`config.mk`:
```
export PLATFORM = sky130hd
export DESIGN_NAME = serial_add_sub
export DESIGN_NICKNAME = d
export VERILOG_FILES = /design/src/rtl/serial_add_sub.sv
export SDC_FILE = /design/constraint.sdc
export NUM_CORES = 1
export LEC_CHECK = 0
export BUFFER_PORTS_ARGS = -buffer_cell sky130_fd_sc_hd__buf_2
export CAP_MARGIN = 0
export CORE_MARGIN = 2
export CORE_UTILIZATION = 50
export CTS_CLUSTER_DIAMETER = 60
export DETAILED_ROUTE_END_ITERATION = 10
export PLACE_DENSITY = 0.77
export SLEW_MARGIN = 20
export SYNTH_ARGS = -nofsm -noshare
export SYNTH_HDL_FRONTEND = slang
export SYNTH_SLANG_ARGS = --single-unit
```
`constraint.sdc`:
```
create_clock -name clk -period 2.2 [get_ports clk]
set_input_delay 0.44 -clock clk [delete_from_list [all_inputs] [get_ports clk]]
set_output_delay 0.44 -clock clk [all_outputs]
set_load 0.05 [all_outputs]
```
`src/rtl/serial_add_sub.sv`:
```
// Bit-serial 8-bit two's-complement adder/subtractor.
// It processes one bit per clock, LSB first, and publishes the result after eight RUN cycles.
module serial_add_sub (
  input  logic       clk,
  input  logic       rst,
  input  logic       start,
  input  logic [7:0] a,
  input  logic [7:0] b,
  input  logic       op,
  output logic       busy,
  output logic       done,
  output logic [7:0] sum,
  output logic       overflow,
  output logic       carry_out
);

  typedef enum logic [1:0] {StIdle, StRun, StDone} state_e;

  state_e     state_q, state_d;
  logic [7:0] a_q, a_d;
  logic [7:0] b_q, b_d;
  logic       carry_q, carry_d;
  logic [2:0] cnt_q, cnt_d;
  logic [7:0] shift_q, shift_d;
  logic [7:0] sum_q, sum_d;
  logic       overflow_q, overflow_d;
  logic       carry_out_q, carry_out_d;

  logic       fa_a, fa_b, fa_s, fa_c;

  always_comb begin
    fa_a = a_q[cnt_q];
    fa_b = b_q[cnt_q];
    fa_s = fa_a ^ fa_b ^ carry_q;
    fa_c = (fa_a & fa_b) | (fa_a & carry_q) | (fa_b & carry_q);
  end

  always_comb begin
    state_d     = state_q;
    a_d         = a_q;
    b_d         = b_q;
    carry_d     = carry_q;
    cnt_d       = cnt_q;
    shift_d     = shift_q;
    sum_d       = sum_q;
    overflow_d  = overflow_q;
    carry_out_d = carry_out_q;
    unique case (state_q)
      StIdle: begin
        if (start) begin
          state_d = StRun;
          a_d     = a;
          // Subtraction is a + ~b + 1: invert b here, and the +1 comes from the carry preset.
          b_d     = b ^ {8{op}};
          carry_d = op;
          cnt_d   = 3'd0;
        end
      end
      StRun: begin
        shift_d = {fa_s, shift_q[7:1]};
        carry_d = fa_c;
        cnt_d   = cnt_q + 3'd1;
        if (cnt_q == 3'd7) begin
          state_d     = StDone;
          sum_d       = {fa_s, shift_q[7:1]};
          carry_out_d = fa_c;
          // carry_q holds the carry into bit 7 on this edge.
          overflow_d  = carry_q ^ fa_c;
        end
      end
      StDone: state_d = StIdle;
      default: state_d = StIdle;
    endcase
  end

  always_ff @(posedge clk or posedge rst) begin
    if (rst) begin
      state_q     <= StIdle;
      a_q         <= '0;
      b_q         <= '0;
      carry_q     <= 1'b0;
      cnt_q       <= '0;
      shift_q     <= '0;
      sum_q       <= '0;
      overflow_q  <= 1'b0;
      carry_out_q <= 1'b0;
    end else begin
      state_q     <= state_d;
      a_q         <= a_d;
      b_q         <= b_d;
      carry_q     <= carry_d;
      cnt_q       <= cnt_d;
      shift_q     <= shift_d;
      sum_q       <= sum_d;
      overflow_q  <= overflow_d;
      carry_out_q <= carry_out_d;
    end
  end

  assign busy      = (state_q == StRun);
  assign done      = (state_q == StDone);
  assign sum       = sum_q;
  assign overflow  = overflow_q;
  assign carry_out = carry_out_q;

endmodule

```
==> results of run 1 <==
-- placed cells by master (no fill, tap or decap), types with 2 or more instances in the layout --
| cell | count |
|---|---|
| mux2i_1 | 5 |
| mux2_1 | 20 |
| nand3b_1 | 3 |
| clkbuf_8 | 2 |
| xor2_1 | 8 |
| buf_4 | 5 |
| mux2_4 | 7 |
| ha_1 | 2 |
| buf_2 | 31 |
| inv_1 | 9 |
| mux2_2 | 4 |
| o31ai_1 | 2 |
| clkbuf_4 | 5 |
| dfrtp_1 | 39 |
| mux4_1 | 4 |
-- stage by stage --
stage / hold slack (ps) / std cells / instance area (sq um) / power, mW / setup WS [ps]
4_1_cts: 198 / 202 / 2080 / 3.27 / 137
3_3_place_gp: 467 / 194 / 2010 / 2.78 / 245
5_1_grt: 205 / 202 / 2080 / 3.48 / 26.6
6_report: 187 / 202 / 2080 / 3.22 / 151
2_1_floorplan: 449 / 118 / 1810 / 2.54 / 330
3_5_place_dp: 474 / 194 / 2010 / 2.86 / 143
-- metal layers --
metal | vias up | GRT usage, %
met5 | - | 0
met4 | 0 | 5.05
met3 | 5 | 5.99
met2 | 29 | 27.1
met1 | 519 | 19.5
li1 | 490 | -
-- cells in the mapped netlist, drive strengths merged --
| cell type | number |
|---|---|
| a21o | 1 |
| clkbuf | 1 |
| nor2b | 2 |
| o31ai | 2 |
| mux4 | 4 |
| fa | 1 |
| nor3b | 2 |
| dfrtp | 39 |
| buf | 5 |
| a221o | 1 |
| mux2i | 5 |
| xnor2 | 1 |
| nand3b | 3 |
| xor2 | 8 |
| mux2 | 31 |
| ha | 2 |
| inv | 9 |
| o21bai | 1 |
-- power by group through the flow --
stage               Clock (mW)  Combinational, mW  Sequential (mW)
floorplan                    0              0.982             1.55
global placement             0               1.46             1.32
detailed placement           0               1.52             1.34
CTS                      0.417               1.53             1.32
global route             0.455               1.65             1.37
finish                   0.406               1.49             1.32
-- kinds of logic (layout without fill, tap and decap cells) --
| family | Yosys count | in the layout | synth area share, % |
|---|---|---|---|
| simple gates | 7 | 7 | 3.18 |
| flops | 39 | 39 | 53.9 |
| compound gates | 5 | 5 | 2.21 |
| fa+ha+maj | 3 | 3 | 2.49 |
| buf+inv | 15 | 53 | 4.49 |
| mux | 40 | 40 | 29.3 |
| xor+xnor | 9 | 9 | 4.36 |
-- critical path: cells and delay by family, from the launching register on --
family / cells / cell delay [ps]
adders and majority gates: 1 / 280
muxes: 3 / 1080
DFF: 1 / 510
xor gates and xnor gates: 1 / 80
-- area by class of cell --
cell class | count | area (sq um) | share of cell area (%)
Tap cell | 46 | 57.6 | 2.77
Timing Repair Buffer | 36 | 193 | 9.26
Sequential cell | 39 | 976 | 46.9
Inverter | 9 | 33.8 | 1.62
Clock buffer | 8 | 68.8 | 3.31
Multi-Input combinational cell | 64 | 752 | 36.1
-- flip-flops by register name (all words and copies together), names as in the netlist --
register   cells
state_q        2
sum            8
overflow       1
cnt_q          3
carry_out      1
a_q            8
b_q            8
shift_q        7
carry_q        1
-- path summary, 6_finish.rpt --
kind | cells after the start | start | end
worst max-delay path | 5 | cnt_q[0]$_DFFE_PP0P_ | overflow$_DFFE_PP0P_
worst min-delay path | 3 | rst | sum[6]$_DFFE_PP0P_
worst max register to register | 5 | cnt_q[0]$_DFFE_PP0P_ | overflow$_DFFE_PP0P_
worst min register to register | 1 | a_q[4]$_DFFE_PP0P_ | a_q[4]$_DFFE_PP0P_
max in group asynchronous | 3 | rst | a_q[4]$_DFFE_PP0P_
min in group clk | 2 | a[7] | a_q[7]$_DFFE_PP0P_
==> flow_summary.toml, run 1 <==
[clock_tree]
htreeDepth = 2
cts_sinks = 39
postCtsSetupBuffers = 0
clock_path_buffers = 2
cts_root_buffer = "clkbuf_4"
clk_pin_slew_ps = 110
holdBufCountCts = 0
cts_resized = 0
cts_tree = "built"
cts_buffers = 5
clk_latency_ps = 340

[worst_setup_path]
worst-setup-path-type = "reg -> reg"
startpoint_type = "register"
worstPathRequired_ps = 2440
crit_path_cell_trace = "mux4_1 -> mux2i_1 -> fa_1 -> xnor2_1 -> mux2_2"
critical_path.max_fanout = 6
slowest_delay_ps = 590
critPathSlowestCell = "mux4_1"
end_kind = "register"
r2r_slack_ps = 150
arrival_ps = 2290

[route]
ant_nets = 0
drc = 0
drt-total-wl_mm = 2.82
top_layer_used = "met4"
drt_first_pass_iters = 4
avgRoutedWirePerCell_um = 14.0
drt_iter0_drc = 21
met2_length_mm = 1.42
vias = 1043
wl_met1_mm = 1.19
route.met3.wl_um = 166
vias_per_cell = 5.16

[pwr]
p_clk_share_pct = 12.6
p_switching_mw = 1.24
powerDensity_nw_per_um2 = 1550
ir_worst_vdd_mv = 0.692
seq_power_share_pct = 40.9
switching_share_pct = 38.6
power.leakage_nw = 1.04
combPwrFrac_pct = 46.5
cellInternalPower_mw = 1.98

[placement]
io_buffers = 31
gp_congestion = 0.795
dp_hpwl_mm = 2.09

[finish]
fillerInstances = 277
layout.nets = 178
area_growth_pct = 15.0
utilization_pct = 60.9
num_antenna_cells = 0
drive_above_1_share_pct = 35.9

[floorplan]
rows = 21
io_pins = 32
core-area_sq_um = 3420
fp.dieH_um = 64.2
dieArea_sq_um = 4120
die_w_um = 64.2
initial_utilization_pct = 53.0

[grt]
grt_overflow = 0
grt_max_degree = 40
grt_pass1_vias = 1110
grt_pass1_wl_mm = 5.06
track_usage_pct = 16.2
antenna_found_initial = 0

[synth]
synth_seq_area_share_pct = 53.9
yosysUniqueCellTypes = 24
yosysWarnings = 0
synth_area_leaders = "dfrtp_1 54%, mux2_1 12%, mux2_4 5.8%"
syn_nets = 141
synth.top_cell.area_share_pct = 53.9
synth_top_area_cell = "dfrtp_1"
synth-seq-cells = 39
postSynthAreaPerCell_sq_um = 15.3
postSynthCellCount = 118
netlist_area_sq_um = 1810

[run]
cap_violations = 0

[timing]
setup_violations = 0
period_needed_ps = 2050
finClkSkew_ps = 5.44
hold_viol = 0
fin_setup_tns_ps = 0
max_freq_ghz = 0.488
slew_viol_final = 0
slew_headroom_pct = 68.8
fin_crit_sh_pct = 93.1
rsz0062_at_grt = "false"
tightest_slew_ps = 468

[outcome]
status = "finished clean"

[worst_hold_path]
min_path_type = "in -> async"
Note: power is estimated with default switching activity, not from simulation.
==> run 2: changes to the inputs <==
--- a/config.mk
+++ b/config.mk
@@ -6,12 +6,12 @@
 export NUM_CORES = 1
 export LEC_CHECK = 0
 export BUFFER_PORTS_ARGS = -buffer_cell sky130_fd_sc_hd__buf_2
-export CAP_MARGIN = 0
+export CAP_MARGIN = 30
 export CORE_MARGIN = 2
 export CORE_UTILIZATION = 50
 export CTS_CLUSTER_DIAMETER = 60
 export DETAILED_ROUTE_END_ITERATION = 10
-export PLACE_DENSITY = 0.77
+export PLACE_DENSITY = 0.73
 export SLEW_MARGIN = 20
 export SYNTH_ARGS = -nofsm -noshare
 export SYNTH_HDL_FRONTEND = slang
==> run 2 against run 1 <==
Against the previous run:
- first-iteration DRC count is 67% higher
- cell count fell by 0.50%
- hold slack worse by 15 ps
- non-clock buffer count down 1
- power decreased by 0.90%
- sequential cell count is the same
- core utilization shrank 0.55 points
- sequential share of layout area increased by 0.43 points
- combinational power about the same
- via count is 2.4% lower
- highest routed layer unchanged
==> flow_summary.toml, run 2 (synthesis gave the netlist of run 1 again) <==
[outcome]
status = "finished clean"

[timing]
fin_crit_sh_pct = 90.7
max_freq_ghz = 0.501
tightest_slew_ps = 474
hold_viol = 0
setup_violations = 0
finClkSkew_ps = 12.5
fin_setup_tns_ps = 0
period_needed_ps = 1990
slew_headroom_pct = 68.4
slew_viol_final = 0
timing.hold.ws_ps = 172
rsz0062_at_grt = "false"
setup_ws_ps = 206

[grt]
track_usage_pct = 16.5
grt_max_degree = 40
grt_pass1_vias = 1079
grt_pass1_wl_mm = 5.02
antenna_found_initial = 0
grt_overflow = 0

[worst_setup_path]
critPathSlowestCell = "mux4_1"
arrival_ps = 2250
worstPathRequired_ps = 2460
critical_path.max_fanout = 6
crit_cells = 5
worst-setup-path-type = "reg -> reg"
path_delay_family = "multiplexers"
end_kind = "register"
crit_path_cell_trace = "mux4_1 -> mux2i_1 -> fa_1 -> nor3b_1 -> a221o_1"
startpoint_type = "register"
reg2regPathDepth = 5
crit_buf_inv = 0
slowest_delay_ps = 580

[route]
met2_length_mm = 1.43
drt_iter0_drc = 35
wl_met1_mm = 1.27
vias = 1018
vias_per_cell = 5.06
top_layer_used = "met4"
drt_first_pass_iters = 4
drt-total-wl_mm = 2.88
drc = 0
avgRoutedWirePerCell_um = 14.3
ant_nets = 0
route.met3.wl_um = 129

[run]
cap_violations = 0

[floorplan]
die_w_um = 64.2
dieArea_sq_um = 4120
core-area_sq_um = 3420
fp.dieH_um = 64.2
io_pins = 32
rows = 21
initial_utilization_pct = 53.0

[placement]
io_buffers = 31
gp_congestion = 0.718
dp_slack_ps = 182
placed_area_sq_um = 2000
dp_hpwl_mm = 2.13
dp.cells = 193

[worst_hold_path]
min_path_type = "in -> async"

[clock_tree]
cts_root_buffer = "clkbuf_4"
holdBufCountCts = 0
cts_sinks = 39
clk_latency_ps = 360
postCtsSetupBuffers = 0
cts_buffers = 5
cts_tree = "built"
cts_resized = 0
clock_path_buffers = 2
htreeDepth = 2
clk_pin_slew_ps = 120

[pwr]
powerDensity_nw_per_um2 = 1550
ir_worst_vdd_mv = 0.719
power.leakage_nw = 1.02

[finish]
stdcell_area_sq_um = 2060
num_antenna_cells = 0
drive_above_1_share_pct = 36.1
layout_common_cells = "39 x dfrtp_1, 31 x buf_2, 20 x mux2_1"
layout.nets = 177
final_common_cell = "dfrtp_1"
layout.cells.non_filler = 201
area_growth_pct = 14.0
==> run 2: worst paths after layout <==
| path | from | slack [ps] | to |
|---|---|---|---|
| hold / removal | rst | 170 | cnt_q[1]$_DFFE_PP0P_ |
| hold reg to reg | shift_q[1]$_DFFE_PP0N_ | 500 | shift_q[1]$_DFFE_PP0N_ |
| setup / recovery | cnt_q[0]$_DFFE_PP0P_ | 210 | carry_q$_DFFE_PP0P_ |
| setup reg to reg | cnt_q[0]$_DFFE_PP0P_ | 210 | carry_q$_DFFE_PP0P_ |
| max in group asynchronous | rst | 1690 | b_q[6]$_DFFE_PP0P_ |
| min in group clk | a[4] | 300 | a_q[4]$_DFFE_PP0P_ |
==> run 2: metrics by stage <==
stage          util (%)  power, mW
2_1_floorplan         -       2.54
3_3_place_gp       58.7       2.79
3_5_place_dp       58.7       2.87
4_1_cts            60.4       3.24
5_1_grt            60.4       3.42
6_report           60.4       3.19
==> run 2: power breakdown <==
part	switching [mW]	internal, mW	leakage (nW)
Combinational	0.799	0.711	0.527
Clock	0.237	0.122	0.0272
Sequential	0.242	1.08	0.468
Total	1.28	1.91	1.02
==> run 2: per-layer routing <==
metal | track usage (%) | up-vias
met2 | 26.8 | 25
met1 | 20.1 | 499
met4 | 6.38 | 0
met3 | 6.16 | 5
met5 | 0 | -
li1 | - | 489
==> run 2: layout make-up <==
cell class                      instances  area, sq um
Fill cell                             294         1350
Sequential cell                        39          976
Multi-Input combinational cell         64          752
Timing Repair Buffer                   35          185
Tap cell                               46         57.6
Clock buffer                            5         37.5
Inverter                                9         33.8
Clock inverter                          3         20.0
==> run 2: worst min-delay path, stage by stage <==
cell   delay [ps]
buf_2         100
inv_1          40
buf_4         410
